### src/rtl/spectag_manager_pkg.sv
// Shared constants for the speculative-tag manager.
//   SPECTAG_LEN_DEFAULT : one-hot speculative tag width, which is also the
//                         maximum number of branches in flight at once.
package spectag_manager_pkg;

    localparam int SPECTAG_LEN_DEFAULT = 5;

endpackage

### src/rtl/spectag_manager_if.sv
// Interface bundling the allocate (decode) and resolve (branch unit) sides
// of the speculative-tag manager, plus the status it publishes.
//   master : decode/branch-unit side; drives alloc_req and resolve_*.
//   slave  : the tag manager; drives grants, masks and status.
// Handshake: alloc_req/alloc_gnt is a same-cycle request/grant. A tag is
// consumed only in a cycle where both are high, and alloc_tag is meaningful
// only then. resolve_valid qualifies resolve_success/resolve_miss/resolve_tag
// for one cycle and has no backpressure.
interface spectag_manager_if
    import spectag_manager_pkg::*;
#(
    parameter int SPECTAG_LEN = SPECTAG_LEN_DEFAULT
);
    logic                   alloc_req;
    logic                   alloc_gnt;
    logic [SPECTAG_LEN-1:0] alloc_tag;
    logic                   alloc_specbit;
    logic                   resolve_valid;
    logic                   resolve_success;
    logic                   resolve_miss;
    logic [SPECTAG_LEN-1:0] resolve_tag;
    logic [SPECTAG_LEN-1:0] outstanding_mask;
    logic [SPECTAG_LEN-1:0] kill_mask;
    logic                   full;

    modport master (
        output alloc_req, resolve_valid, resolve_success, resolve_miss, resolve_tag,
        input  alloc_gnt, alloc_tag, alloc_specbit, outstanding_mask, kill_mask, full
    );

    modport slave (
        input  alloc_req, resolve_valid, resolve_success, resolve_miss, resolve_tag,
        output alloc_gnt, alloc_tag, alloc_specbit, outstanding_mask, kill_mask, full
    );
endinterface

### src/rtl/spectag_depmatrix.sv
// Dependency matrix for speculative tags. Row i holds the set of tags that
// were outstanding (older) when tag i was allocated.
// Ports:
//   clk, reset  : clock, synchronous active-high reset (clears every row)
//   wr_sel      : one-hot row to load with wr_dep (all zero = no write)
//   wr_dep      : dependency set recorded for the newly granted tag
//   clr_col     : tag whose column is cleared in every row (resolved correctly)
//   clr_rows    : rows cleared outright (squashed tags)
//   query_tag   : one-hot tag of a mispredicted branch
//   live_mask   : currently outstanding tags
//   kill_set    : query_tag plus every live tag that depends on it
module spectag_depmatrix #(
    parameter int SPECTAG_LEN = 5
) (
    input  logic                   clk,
    input  logic                   reset,
    input  logic [SPECTAG_LEN-1:0] wr_sel,
    input  logic [SPECTAG_LEN-1:0] wr_dep,
    input  logic [SPECTAG_LEN-1:0] clr_col,
    input  logic [SPECTAG_LEN-1:0] clr_rows,
    input  logic [SPECTAG_LEN-1:0] query_tag,
    input  logic [SPECTAG_LEN-1:0] live_mask,
    output logic [SPECTAG_LEN-1:0] kill_set
);

    logic [SPECTAG_LEN-1:0] dep [SPECTAG_LEN];

    // Every tag younger than the mispredicted one recorded it as a
    // dependency at allocation, so a single column lookup finds them all.
    always_comb begin
        kill_set = query_tag;
        for (int i = 0; i < SPECTAG_LEN; i++) begin
            if (live_mask[i] && ((dep[i] & query_tag) != '0)) begin
                kill_set[i] = 1'b1;
            end
        end
    end

    // A written row belongs to a free tag, so it never overlaps clr_rows;
    // write still takes precedence so the fresh dependency set is kept intact.
    always_ff @(posedge clk) begin
        for (int i = 0; i < SPECTAG_LEN; i++) begin
            if (reset) begin
                dep[i] <= '0;
            end else if (wr_sel[i]) begin
                dep[i] <= wr_dep;
            end else if (clr_rows[i]) begin
                dep[i] <= '0;
            end else begin
                dep[i] <= dep[i] & ~clr_col;
            end
        end
    end

endmodule

### src/rtl/spectag_manager.sv
// Speculative branch tag manager. Hands out one-hot tags to branches at
// decode in round-robin order, tracks which are outstanding, and on a
// misprediction produces a one-cycle kill mask covering the mispredicted
// branch and everything younger.
// Ports:
//   clk   : clock, all state updates on the rising edge
//   reset : synchronous, active-high; overrides alloc and resolve
//   bus   : spectag_manager_if slave modport (alloc, resolve, status)
module spectag_manager
    import spectag_manager_pkg::*;
#(
    parameter int SPECTAG_LEN = SPECTAG_LEN_DEFAULT
) (
    input  logic               clk,
    input  logic               reset,
    spectag_manager_if.slave   bus
);

    logic [SPECTAG_LEN-1:0] ptr;
    logic [SPECTAG_LEN-1:0] outstanding;
    logic [SPECTAG_LEN-1:0] kill;

    logic [SPECTAG_LEN-1:0] ptr_next;
    logic [SPECTAG_LEN-1:0] outstanding_next;
    logic [SPECTAG_LEN-1:0] kill_next;

    logic                   full;
    logic                   gnt;
    logic                   resolve_ok;
    logic                   miss_acc;
    logic                   succ_acc;
    logic [SPECTAG_LEN-1:0] succ_free;
    logic [SPECTAG_LEN-1:0] kill_set;
    logic [SPECTAG_LEN-1:0] kill_now;

    // Full looks only at registered state: a tag freed this cycle becomes
    // grantable on the following cycle.
    assign full = |(ptr & outstanding);

    // A miss blocks allocation outright because the pointer is about to be
    // rewound to the mispredicted tag.
    assign gnt = bus.alloc_req & ~full & ~(bus.resolve_valid & bus.resolve_miss);

    // Resolves for tags not in flight, or with a malformed tag, are dropped.
    assign resolve_ok = bus.resolve_valid && $onehot(bus.resolve_tag)
                        && ((bus.resolve_tag & outstanding) != '0);
    // Miss wins when both outcome bits are set.
    assign miss_acc   = resolve_ok & bus.resolve_miss;
    assign succ_acc   = resolve_ok & ~bus.resolve_miss & bus.resolve_success;
    assign succ_free  = succ_acc ? bus.resolve_tag : '0;
    assign kill_now   = miss_acc ? kill_set : '0;

    spectag_depmatrix #(
        .SPECTAG_LEN (SPECTAG_LEN)
    ) u_depmatrix (
        .clk       (clk),
        .reset     (reset),
        .wr_sel    (gnt ? ptr : '0),
        .wr_dep    (outstanding & ~succ_free),
        .clr_col   (succ_free),
        .clr_rows  (kill_now),
        .query_tag (bus.resolve_tag),
        .live_mask (outstanding),
        .kill_set  (kill_set)
    );

    always_comb begin
        outstanding_next = outstanding & ~succ_free & ~kill_now;
        ptr_next         = ptr;
        kill_next        = kill_now;
        if (miss_acc) begin
            ptr_next = bus.resolve_tag;
        end else if (gnt) begin
            ptr_next = {ptr[SPECTAG_LEN-2:0], ptr[SPECTAG_LEN-1]};
        end
        if (gnt) begin
            outstanding_next = outstanding_next | ptr;
        end
    end

    always_ff @(posedge clk) begin
        if (reset) begin
            ptr         <= {{(SPECTAG_LEN-1){1'b0}}, 1'b1};
            outstanding <= '0;
            kill        <= '0;
        end else begin
            ptr         <= ptr_next;
            outstanding <= outstanding_next;
            kill        <= kill_next;
        end
    end

    assign bus.alloc_gnt        = gnt;
    assign bus.alloc_tag        = ptr;
    assign bus.alloc_specbit    = |outstanding;
    assign bus.outstanding_mask = outstanding;
    assign bus.kill_mask        = kill;
    assign bus.full             = full;

endmodule

### src/flat_wrapper.sv
// flat-port wrapper written by rule: the top's interface ports become plain ports
module spectag_manager_flat import spectag_manager_pkg::*;
#(
    parameter int SPECTAG_LEN = SPECTAG_LEN_DEFAULT
)
  (clk, reset, bus_alloc_req, bus_resolve_valid, bus_resolve_success, bus_resolve_miss, bus_resolve_tag, bus_alloc_gnt, bus_alloc_tag, bus_alloc_specbit, bus_outstanding_mask, bus_kill_mask, bus_full);
  spectag_manager_if #(.SPECTAG_LEN(SPECTAG_LEN)) bus_i ();
  input  logic clk;
  input  logic reset;
  input wire logic [$bits(bus_i.alloc_req)-1:0] bus_alloc_req;
  input wire logic [$bits(bus_i.resolve_valid)-1:0] bus_resolve_valid;
  input wire logic [$bits(bus_i.resolve_success)-1:0] bus_resolve_success;
  input wire logic [$bits(bus_i.resolve_miss)-1:0] bus_resolve_miss;
  input wire logic [$bits(bus_i.resolve_tag)-1:0] bus_resolve_tag;
  output wire logic [$bits(bus_i.alloc_gnt)-1:0] bus_alloc_gnt;
  output wire logic [$bits(bus_i.alloc_tag)-1:0] bus_alloc_tag;
  output wire logic [$bits(bus_i.alloc_specbit)-1:0] bus_alloc_specbit;
  output wire logic [$bits(bus_i.outstanding_mask)-1:0] bus_outstanding_mask;
  output wire logic [$bits(bus_i.kill_mask)-1:0] bus_kill_mask;
  output wire logic [$bits(bus_i.full)-1:0] bus_full;
  assign bus_i.alloc_req = bus_alloc_req;
  assign bus_i.resolve_valid = bus_resolve_valid;
  assign bus_i.resolve_success = bus_resolve_success;
  assign bus_i.resolve_miss = bus_resolve_miss;
  assign bus_i.resolve_tag = bus_resolve_tag;
  assign bus_alloc_gnt = bus_i.alloc_gnt;
  assign bus_alloc_tag = bus_i.alloc_tag;
  assign bus_alloc_specbit = bus_i.alloc_specbit;
  assign bus_outstanding_mask = bus_i.outstanding_mask;
  assign bus_kill_mask = bus_i.kill_mask;
  assign bus_full = bus_i.full;
  spectag_manager #(.SPECTAG_LEN(SPECTAG_LEN)) u_core (.clk(clk), .reset(reset), .bus(bus_i));
endmodule
### config.mk
export PLATFORM = sky130hd
export DESIGN_NAME = spectag_manager_flat
export DESIGN_NICKNAME = d
export VERILOG_FILES = /design/src/rtl/spectag_manager_pkg.sv /design/src/rtl/spectag_manager_if.sv /design/src/rtl/spectag_depmatrix.sv /design/src/rtl/spectag_manager.sv /design/src/flat_wrapper.sv
export SDC_FILE = /design/constraint.sdc
export NUM_CORES = 1
export LEC_CHECK = 0
export ABC_AREA = 0
export BUFFER_PORTS_ARGS = -buffer_cell sky130_fd_sc_hd__buf_2
export CELL_PAD_IN_SITES_DETAIL_PLACEMENT = 0
export CELL_PAD_IN_SITES_GLOBAL_PLACEMENT = 2
export CORE_MARGIN = 10
export CORE_UTILIZATION = 36
export CTS_CLUSTER_DIAMETER = 30
export CTS_CLUSTER_SIZE = 8
export DETAILED_ROUTE_END_ITERATION = 8
export GPL_TIMING_DRIVEN = 0
export PLACE_DENSITY = 0.82
export SYNTH_ARGS = -nofsm -noshare
export SYNTH_HDL_FRONTEND = slang
export SYNTH_SLANG_ARGS = --single-unit
### constraint.sdc
create_clock -name clk -period 2.7 [get_ports clk]
set_input_delay 0 -clock clk [delete_from_list [all_inputs] [get_ports clk]]
set_output_delay 0 -clock clk [all_outputs]
set_load 0.03 [all_outputs]
; Yosys cells after proc, flatten, opt, wreduce, memory -nomap -nowiden
; Memories as Yosys holds them, arrays and structs flattened.
; Index checks and enable logic that the tools add are counted.
[totals]
rom_bits = 0
ram_bits = 25
inputBits = 11
latch_bits = 0
n_memories = 1
word_cells = 149
ff_bits = 15
[mem_list]
columns = memory, depth, word_bits, read_ports, rd_ports_with_merged_regs, write_ports, line_no
row1 = u_core.u_depmatrix.dep, 5, 5, 5, 0, 5, spectag_depmatrix.sv:26  ; logic [SPECTAG_LEN-1:0] dep [SPECTAG_LEN];
[classes]
eq_ne = 1
muxes = 83
n_shift = 0
magnitude_cmp = 0
multipliers = 0
bitwise_logic = 41
addsub = 4
div_mod_pow = 0
reduce_logical = 16
[ops]
columns = op, count
row1 = 5-bit 2-to-1 mux, 21
row2 = 5-bit bitwise AND, 14
row3 = 1-bit 2-to-1 mux, 62
row4 = 5-bit nonzero test, 6
row5 = 1-bit OR, 15
row6 = 5-bit inverter, 2
row7 = 5-bit OR reduction, 2
row8 = 1-bit logical AND, 7
row9 = 1-bit bitwise AND, 6
row10 = 5-bit OR, 1
row11 = 1-bit by 1-bit adder with 2-bit output, 2
row12 = 3-bit by 1-bit adder with 3-bit output, 1
row13 = 3-bit adder, 1
row14 = "3-bit by 1-bit == test with 1-bit output, second input constant", 1
row15 = 1-bit inverter, 3
row16 = 2-bit nonzero test, 1

; Logic depth before layout (Yosys ltp)
; Gate-level depths: netlist of the first run.
[logic_depth]
word_depth = 14
ltp_mapped = 10

; Cells and area by module
; A second synthesis of the first run with hierarchy kept.
[hier_totals]
cells_unflattened = 211
area_unflattened_um2 = 2073.2
[by_module_without_submodules]
columns = module, seq_area_each_um2, area_per_inst_um2, cells_per_inst, instances
row1 = spectag_depmatrix, 600.6, 1163.6, 109, 1
row2 = spectag_manager, 300.3, 909.6, 102, 1

; Least setup slack after synthesis of the first run
; Ideal clock, no wire load.
[synth_path]
kind = input -> register
start = input bus_resolve_tag[2]
end = memory u_core.u_depmatrix.dep[3][1], data pin
path_slack_ps = 380
arrival_ps = 2063
stages = 10
n_path_buf = 1
path_cell_list = ha_1 > fa_1 > inv_1 > fa_1 > nand4_1 > nor3b_1 > buf_2 > nand3_1 > and2_1 > a32o_1
[synth_rtl]
columns = element, line_no
row1 = start: declaration, flat_wrapper.sv:14  ; input wire logic [$bits(bus_i.resolve_tag)-1:0] bus_resolve_tag;
row2 = end: declaration, spectag_depmatrix.sv:26

==> results of run 1 <==
==> kinds of logic (layout without fill, tap and decap cells) <==
family | Yosys count | in the layout
buffers and inverters | 26 | 61
and+or+nand+nor | 58 | 58
AOI/OAI and AO/OA | 67 | 67
adders and majority gates | 4 | 4
other | 1 | 20
DFF | 35 | 35
==> registers in the layout, summed over array words and instances (netlist names) <==
name                         flops
u_core.bus.alloc_tag             5
u_core.bus.kill_mask             5
u_core.u_depmatrix.dep          20
u_core.bus.outstanding_mask      5
==> Yosys cell counts, types with 2 or more instances <==
library cell,n
sky130_fd_sc_hd__edfxtp_1,20
sky130_fd_sc_hd__dfxtp_1,15
sky130_fd_sc_hd__nor2_1,14
sky130_fd_sc_hd__inv_1,11
sky130_fd_sc_hd__a22o_1,10
sky130_fd_sc_hd__nand2_1,9
sky130_fd_sc_hd__a21oi_1,8
sky130_fd_sc_hd__a32o_1,8
sky130_fd_sc_hd__a41o_1,7
sky130_fd_sc_hd__buf_2,7
sky130_fd_sc_hd__nand3_1,6
sky130_fd_sc_hd__a211oi_1,5
sky130_fd_sc_hd__and2_1,5
sky130_fd_sc_hd__o21ai_0,5
sky130_fd_sc_hd__o22ai_1,4
sky130_fd_sc_hd__a211o_1,3
sky130_fd_sc_hd__and3_1,3
sky130_fd_sc_hd__clkbuf_1,3
sky130_fd_sc_hd__nand4b_1,3
sky130_fd_sc_hd__a211oi_2,2
sky130_fd_sc_hd__a21boi_0,2
sky130_fd_sc_hd__a222oi_1,2
sky130_fd_sc_hd__a311oi_1,2
sky130_fd_sc_hd__and2_2,2
sky130_fd_sc_hd__buf_4,2
sky130_fd_sc_hd__buf_6,2
sky130_fd_sc_hd__fa_1,2
sky130_fd_sc_hd__ha_1,2
sky130_fd_sc_hd__nand2b_1,2
sky130_fd_sc_hd__nand4_1,2
sky130_fd_sc_hd__nor3_2,2
sky130_fd_sc_hd__o21bai_1,2
sky130_fd_sc_hd__o2bb2ai_1,2
==> cell type report <==
type                    count  area (um^2)
clock inverters             1        5.005
repair buffers             27        135.1
plain buffers              14        83.83
clock buffers               7        76.32
multi-input cells         149         1030
fillers                   544         2873
well taps                  70        87.58
inverters                  12        46.29
flip-flops and latches     35        900.9
==> metal layers <==
metal,part of all wire,global-route usage,vias to the layer above,wire [um]
li1,-,-,830,-
met1,0.46,0.1822,812,2690
met2,0.44,0.2059,55,2576
met3,0.073,0.03437,8,421
met4,0.019,0.05190,0,110
met5,0,0,-,0
==> power by group through the flow <==
stage | logic [W] | clock network [W] | registers, W
finish | 0.000208 | 0.000367 | 0.000619
global placement | 0.000207 | 0 | 0.000630
global route | 0.000229 | 0.000404 | 0.000622
CTS | 0.000208 | 0.000382 | 0.000618
floorplan | 0.000134 | 0 | 0.000639
detailed placement | 0.000207 | 0 | 0.000630
==> worst register-to-register path, delay by kind of cell, from the launching register on <==
family	cells	cell delay (ns)
buffers and inverters	1	0.14
flip-flops	1	0.37
AND/OR/NAND/NOR	3	0.58
AO/OA/AOI/OAI	2	0.85
==> worst paths after layout <==
check                                            startpoint                                     end  slack [ns]
setup reg to reg  u_core.bus.outstanding_mask[0]$_SDFF_PP0_  u_core.u_depmatrix.dep[0][1]$_DFFE_PP_        0.52
setup / recovery                         bus_resolve_tag[2]  u_core.u_depmatrix.dep[3][1]$_DFFE_PP_        0.23
hold / removal                           bus_resolve_tag[2]      u_core.bus.kill_mask[2]$_SDFF_PP0_        0.21
hold reg to reg        u_core.bus.alloc_tag[2]$_SDFFE_PP0P_    u_core.bus.alloc_tag[2]$_SDFFE_PP0P_        0.51
==> through the flow <==
stage,worst slack [ns],util,setup TNS [ns],hold slack [ns]
after floorplan,0.3799,-,0,0.3150
after global placement,-0.1884,0.4350,-0.6036,0.4370
after detailed placement,-0.1885,0.4350,-0.7397,0.4395
after CTS,0.1194,0.4505,0,0.2036
after global routing,0.08700,0.4515,0,0.2246
final,0.2300,0.4515,0,0.2064
==> impl_metrics.toml, run 1 <==
[floorplanning]
coreArea_um2 = 5238
die-width_um = 94.25
dieHeight_um = 94.25
start_util = 0.3789
floorplan.die_area_um2 = 8882
placement_rows = 26
ios = 29

[route]
initial_drt_markers = 159
via_density_per_instance = 5.413
drt_pass1_iterations = 4
drt-total-wl_um = 5798
vias = 1705
route.antenna.remaining_nets = 0
drc_markers = 0
detail_route.wl_per_cell_um = 18.41

[finish]
layout.cells.non_filler = 315
antenna_cells = 0
mostFrequentLayoutCells = "sky130_fd_sc_hd__buf_2, sky130_fd_sc_hd__edfxtp_1, sky130_fd_sc_hd__conb_1"
post_route_cells_drive_above_1_share = 0.2408
final_net_count = 259
area.growth.synth_to_final_pct = 19.17
mostFrequentLayoutCell = "sky130_fd_sc_hd__buf_2"
fin_area_um2 = 2365

[sta]
worstMarginPinSlew_ns = 0.5820
finClkSkew_ns = 0.003367
timing.final.crit_share = 0.9148
grt_setup_unrepaired = "false"
final_hold_viol_count = 0
slew_headroom = 0.6120
period_minus_slack_ns = 2.470
setup_violations_final = 0
final-max-slew-violation-count = 0
max_clock_freq_mhz = 404.9

[global_routing]
grt_antenna_before_repair = 0
grt_first_pass_wirelength_um = 9432
maximum_number_of_pins_on_one_net_before_global_route_repair = 11
vias_in_the_first_global_route = 1705
overflow = 0
global_route.usage.total = 0.1368

[placement]
dp_cells = 307
hpwlAfterDp_um = 4336
placement.cell_area_um2 = 2278
port_buffers = 27
gp_congestion = 0.8069

[power]
power_frac_seq = 0.518
final_total_pwr_w = 0.001194
powerDensity_nw_per_um2 = 504.8
static-leakage-power_nw = 0.9964
power.combinational.fraction = 0.174
cell_internal_pwr_w = 0.0008538
peakVddDrop_mv = 0.3003
power_frac_clock = 0.308
p_sw_w = 0.0003400
sw_frac_of_total = 0.2848

[status]
status = "finished, final reports clean"

[critical_path]
slowest_stage = "sky130_fd_sc_hd__fa_1"
critical_path_class = "input pin to register"
arrival_ns = 2.51
crit_path_start_kind = "input pin"
timing.critical_path.to_type = "register"
buffering_stage_count_on_the_worst_path_with_inverters_included = 3
worst_ep_required_time_ns = 2.74
critical_path_fanouts_max = 10
critical_path_stages = 11
reg2regPathDepth = 6
slowest_delay_ns = 0.48
critPathTopFamily = "adder cells"
crit_chain = "buf_2 -> ha_1 -> fa_1 -> inv_1 -> fa_1 -> nand4_1 -> nor3b_2 -> buf_2 -> nand3_1 -> and2_1 -> a32o_1"

[synthesis]
synth-async-reset-ratio = 0
synthDistinctLibCells = 50
yosys_warnings = 0
synth.yosys.seq_area_share = 0.4540
post-synth-top-area-cell = "sky130_fd_sc_hd__edfxtp_1"
mapped_area_um2 = 1984
synth_fa_ha_area_frac = 0.03279
post_syn_area_per_cell_um2 = 10.39
synth_top_family_by_area = "compound AO/OA/AOI/OAI gates"
synth_largest_type_area_fraction = 0.3026
synthCells = 191
synth_xor_xnor_area_share = 0
synth.ff_latch_count = 35
fraction_of_the_mapped_netlist_area_in_compound_gates = 0.2768
ys_dominant_reg_cell = "sky130_fd_sc_hd__edfxtp_1"
post_synth_and_or_nand_nor_area_fraction = 0.1690
synth.area.top_cells = "sky130_fd_sc_hd__edfxtp_1, sky130_fd_sc_hd__dfxtp_1, sky130_fd_sc_hd__a22o_1"
synth-edff-count = 20
post_synth_mux_area_share = 0

[clocking]
cts.repair.resized = 0
ctsRootBufferMaster = "sky130_fd_sc_hd__clkbuf_8"
number_of_buffers_inserted_for_hold_repair_after_clock_tree_synthesis = 0
insertion_delay_ns = 0.28
h-tree-depth = 2
tritoncts_clock_tree = "done"
clkSinkCount = 35
cts.path.max_buffers = 2
cts_made_buffers = 5
clk_pin_slew_ns = 0.07
cts.repair_timing.setup_buffer_count = 0

[flow_run]
cap_viol_max_count = 0

[hold_path]
hold_removal_path_class = "input pin to register"
min_path_cells = 4
Power figures use the tool's default switching activity.
==> run 2, diff against run 1 <==
PLACE_DENSITY = 0.83   (was 0.82)
SYNTH_HIERARCHICAL = 1   (was unset)
==> run 2 against run 1 <==
Effect of this change: the flow now finishes with violations (negative setup slack); sequential power is 0.8% lower; sequential cell count is the same; fmax down 8.6%; critical endpoint is now u_core/u_depmatrix/dep[0][1]$_DFFE_PP_; utilization is 5.5 points higher; critical path depth is 2 higher; final cell count rose by 9.8%; clock power up 25%; register-to-register slack worse by 0.18 ns; clock-buffer cell count unchanged; worst hold slack worse by 0.17 ns.
==> impl_metrics.toml, run 2 <==
[finish]
antenna_cells = 0
fin_area_um2 = 2809
largest_register_ffs = 20
finalCoreUtilization = 0.5070
registers.top_by_ff_count = "u_core/u_depmatrix/dep"
final_net_count = 287
post_route_cells_drive_above_1_share = 0.3905
mostFrequentLayoutCell = "sky130_fd_sc_hd__buf_2"
fillers = 538
mostFrequentLayoutCells = "sky130_fd_sc_hd__buf_2, sky130_fd_sc_hd__edfxtp_1, sky130_fd_sc_hd__conb_1"
area.growth.synth_to_final_pct = 35.49
layout.cells.non_filler = 346

[synthesis]
synth_largest_type_area_fraction = 0.2897
synth.yosys.seq_area_share = 0.4345
yosys_warnings = 6
post-synth-top-area-cell = "sky130_fd_sc_hd__edfxtp_1"
synth-async-reset-ratio = 0
post_syn_area_per_cell_um2 = 9.826
ys_dominant_reg_cell = "sky130_fd_sc_hd__edfxtp_1"
synthMostInstantiatedCell = "sky130_fd_sc_hd__a21oi_1"
synthDistinctLibCells = 34
synth.ff_latch_count = 35
synth-edff-count = 20
netlist_top_cells_count = "sky130_fd_sc_hd__a21oi_1, sky130_fd_sc_hd__edfxtp_1, sky130_fd_sc_hd__inv_1"
synth.area.top_cells = "sky130_fd_sc_hd__edfxtp_1, sky130_fd_sc_hd__dfxtp_1, sky130_fd_sc_hd__a21oi_1"
synthCells = 211
mapped_area_um2 = 2073

[sta]
setup_violations_final = 1
finClkSkew_ns = 0.007944
worstMarginPinSlew_ns = 0.7103
max_clock_freq_mhz = 370.1
timing.final.crit_share = 1.001
final_hold_viol_count = 0
final-max-slew-violation-count = 0
finalWorstSetupSlack_ns = -0.002227
final.setup.tns_ns = -0.002227
grt_setup_unrepaired = "true"
slew_headroom = 0.5265
period_minus_slack_ns = 2.702

[route]
route.antenna.remaining_nets = 0
drt_pass1_iterations = 5
drc_markers = 0
drt-total-wl_um = 6355
vias = 1843
initial_drt_markers = 147
detail_route.wl_per_cell_um = 18.37
via_density_per_instance = 5.327

[critical_path]
worst_ep_required_time_ns = 2.74
rr_startpoint = "u_core/bus.outstanding_mask[0]$_SDFF_PP0_"
crit_path_start_kind = "input pin"
critical_path_class = "input pin to register"
reg2regPathDepth = 8
crit_path_end = "u_core/u_depmatrix/dep[0][1]$_DFFE_PP_"
timing.critical_path.to_type = "register"
arrival_ns = 2.74
regToRegSetupSlack_ns = 0.34
critPathLaunch = "bus_resolve_tag[1]"
critical_path_fanouts_max = 5
critical_path.reg2reg.endpoint = "u_core/u_depmatrix/dep[0][1]$_DFFE_PP_"

[floorplanning]
start_util = 0.3742
dieHeight_um = 95.89
placement_rows = 27
ios = 29
coreArea_um2 = 5540
die-width_um = 95.89
floorplan.die_area_um2 = 9195

[clocking]
clk_pin_slew_ns = 0.08
h-tree-depth = 2
number_of_buffers_inserted_for_hold_repair_after_clock_tree_synthesis = 0
cts_made_buffers = 5
cts.path.max_buffers = 2
clkSinkCount = 35
tritoncts_clock_tree = "done"
insertion_delay_ns = 0.29
ctsRootBufferMaster = "sky130_fd_sc_hd__clkbuf_8"

[power]
powerDensity_nw_per_um2 = 473.3
static-leakage-power_nw = 1.199
final_total_pwr_w = 0.001329
peakVddDrop_mv = 0.2699

[global_routing]
overflow = 0
vias_in_the_first_global_route = 1892
maximum_number_of_pins_on_one_net_before_global_route_repair = 12
grt_first_pass_wirelength_um = 10120
global_route.usage.total = 0.1428
grt_antenna_before_repair = 0

[hold_path]
hold_removal_path_class = "input pin to register"
holdCritStartpoint = "reset"
min_path_cells = 3

[placement]
gp_congestion = 0.7670
port_buffers = 28
placement.cell_area_um2 = 2409
hpwlAfterDp_um = 4427
dp_cells = 330

[status]
status = "finished with violations"
failing_checks = "negative setup slack"

[flow_run]
cap_viol_max_count = 0
==> run 2: changes by cell type after synthesis, sizes merged, moves of 8 or more <==
cell   delta
a21oi    +15
a22oi    +13
nor4b    +13
nor2     +11
a22o     -10
a32o      -8
==> run 2: metal layers <==
metal / vias up / GRT usage / wire, um
met5: - / 0 / 0
met4: 0 / 0.03808 / 59
li1: 890 / - / -
met3: 5 / 0.03891 / 487
met2: 61 / 0.2359 / 3031
met1: 887 / 0.1795 / 2777
==> run 2: worst min path at each step <==
| stage | end | slack (ns) |
|---|---|---|
| 3_3_place_gp | u_core/bus.alloc_tag[0]$_SDFFE_PP1P_ | 0.31 |
| 2_1_floorplan | u_core/bus.alloc_tag[0]$_SDFFE_PP1P_ | 0.15 |
| 3_5_place_dp | u_core/bus.alloc_tag[0]$_SDFFE_PP1P_ | 0.33 |
| 4_1_cts | u_core/bus.alloc_tag[0]$_SDFFE_PP1P_ | 0.03 |
| 5_1_grt | u_core/bus.alloc_tag[0]$_SDFFE_PP1P_ | 0.06 |
| 6_report | u_core/bus.alloc_tag[0]$_SDFFE_PP1P_ | 0.04 |
==> run 2: kinds of logic after synthesis <==
| kind of cell | Yosys count | synth area share |
|---|---|---|
| buf+inv | 29 | 0.08449 |
| fa+ha+maj | 3 | 0.02535 |
| mux | 1 | 0.004828 |
| flops | 35 | 0.4345 |
| simple gates | 79 | 0.2299 |
| compound gates | 63 | 0.2191 |
| other cells | 1 | 0.001809 |
==> run 2: critical path: stages <==
cell	delay, ns
sky130_fd_sc_hd__buf_12	0.08
sky130_fd_sc_hd__inv_4	0.03
sky130_fd_sc_hd__fa_1	0.48
sky130_fd_sc_hd__fa_2	0.35
sky130_fd_sc_hd__inv_2	0.07
sky130_fd_sc_hd__ha_4	0.19
sky130_fd_sc_hd__or4b_4	0.53
sky130_fd_sc_hd__nor3b_4	0.29
sky130_fd_sc_hd__buf_6	0.16
sky130_fd_sc_hd__and3_4	0.25
sky130_fd_sc_hd__inv_2	0.04
sky130_fd_sc_hd__a32oi_1	0.20
sky130_fd_sc_hd__nor2_1	0.07
==> run 2: cell type report <==
type / count / area, um^2 / share of cell area
clock buffers: 7 / 107.6 / 0.03831
clock inverters: 1 / 5.005 / 0.001782
flip-flops and latches: 35 / 900.9 / 0.3207
inverters: 18 / 77.57 / 0.02762
multi-input cells: 166 / 1271 / 0.4526
repair buffers: 36 / 249.0 / 0.08864
well taps: 72 / 90.09 / 0.03207
plain buffers: 11 / 107.6 / 0.03831
==> run 2: timing repair <==
item / CTS / global route
gates cloned: 1 / 0
resized for setup: 34 / 18
pin swaps: 24 / 10
buffers inserted: 7 / 0
endpoints found under the setup margin: 20 / 20
==> run 2: per-stage QoR <==
stage / setup slack, ns / hold slack (ns)
2_1_floorplan: -0.07138 / 0.1526
3_3_place_gp: -0.6574 / 0.3112
3_5_place_dp: -0.6672 / 0.3279
4_1_cts: -0.06603 / 0.02762
5_1_grt: -0.1020 / 0.05813
6_report: -0.002227 / 0.03679
==> run 2: report_power, final <==
| group | total, W | internal, W | switching (W) |
|---|---|---|---|
| Combinational | 0.000257 | 0.000108 | 0.000148 |
| Clock | 0.000459 | 0.000262 | 0.000197 |
| Sequential | 0.000614 | 0.000593 | 0.0000205 |
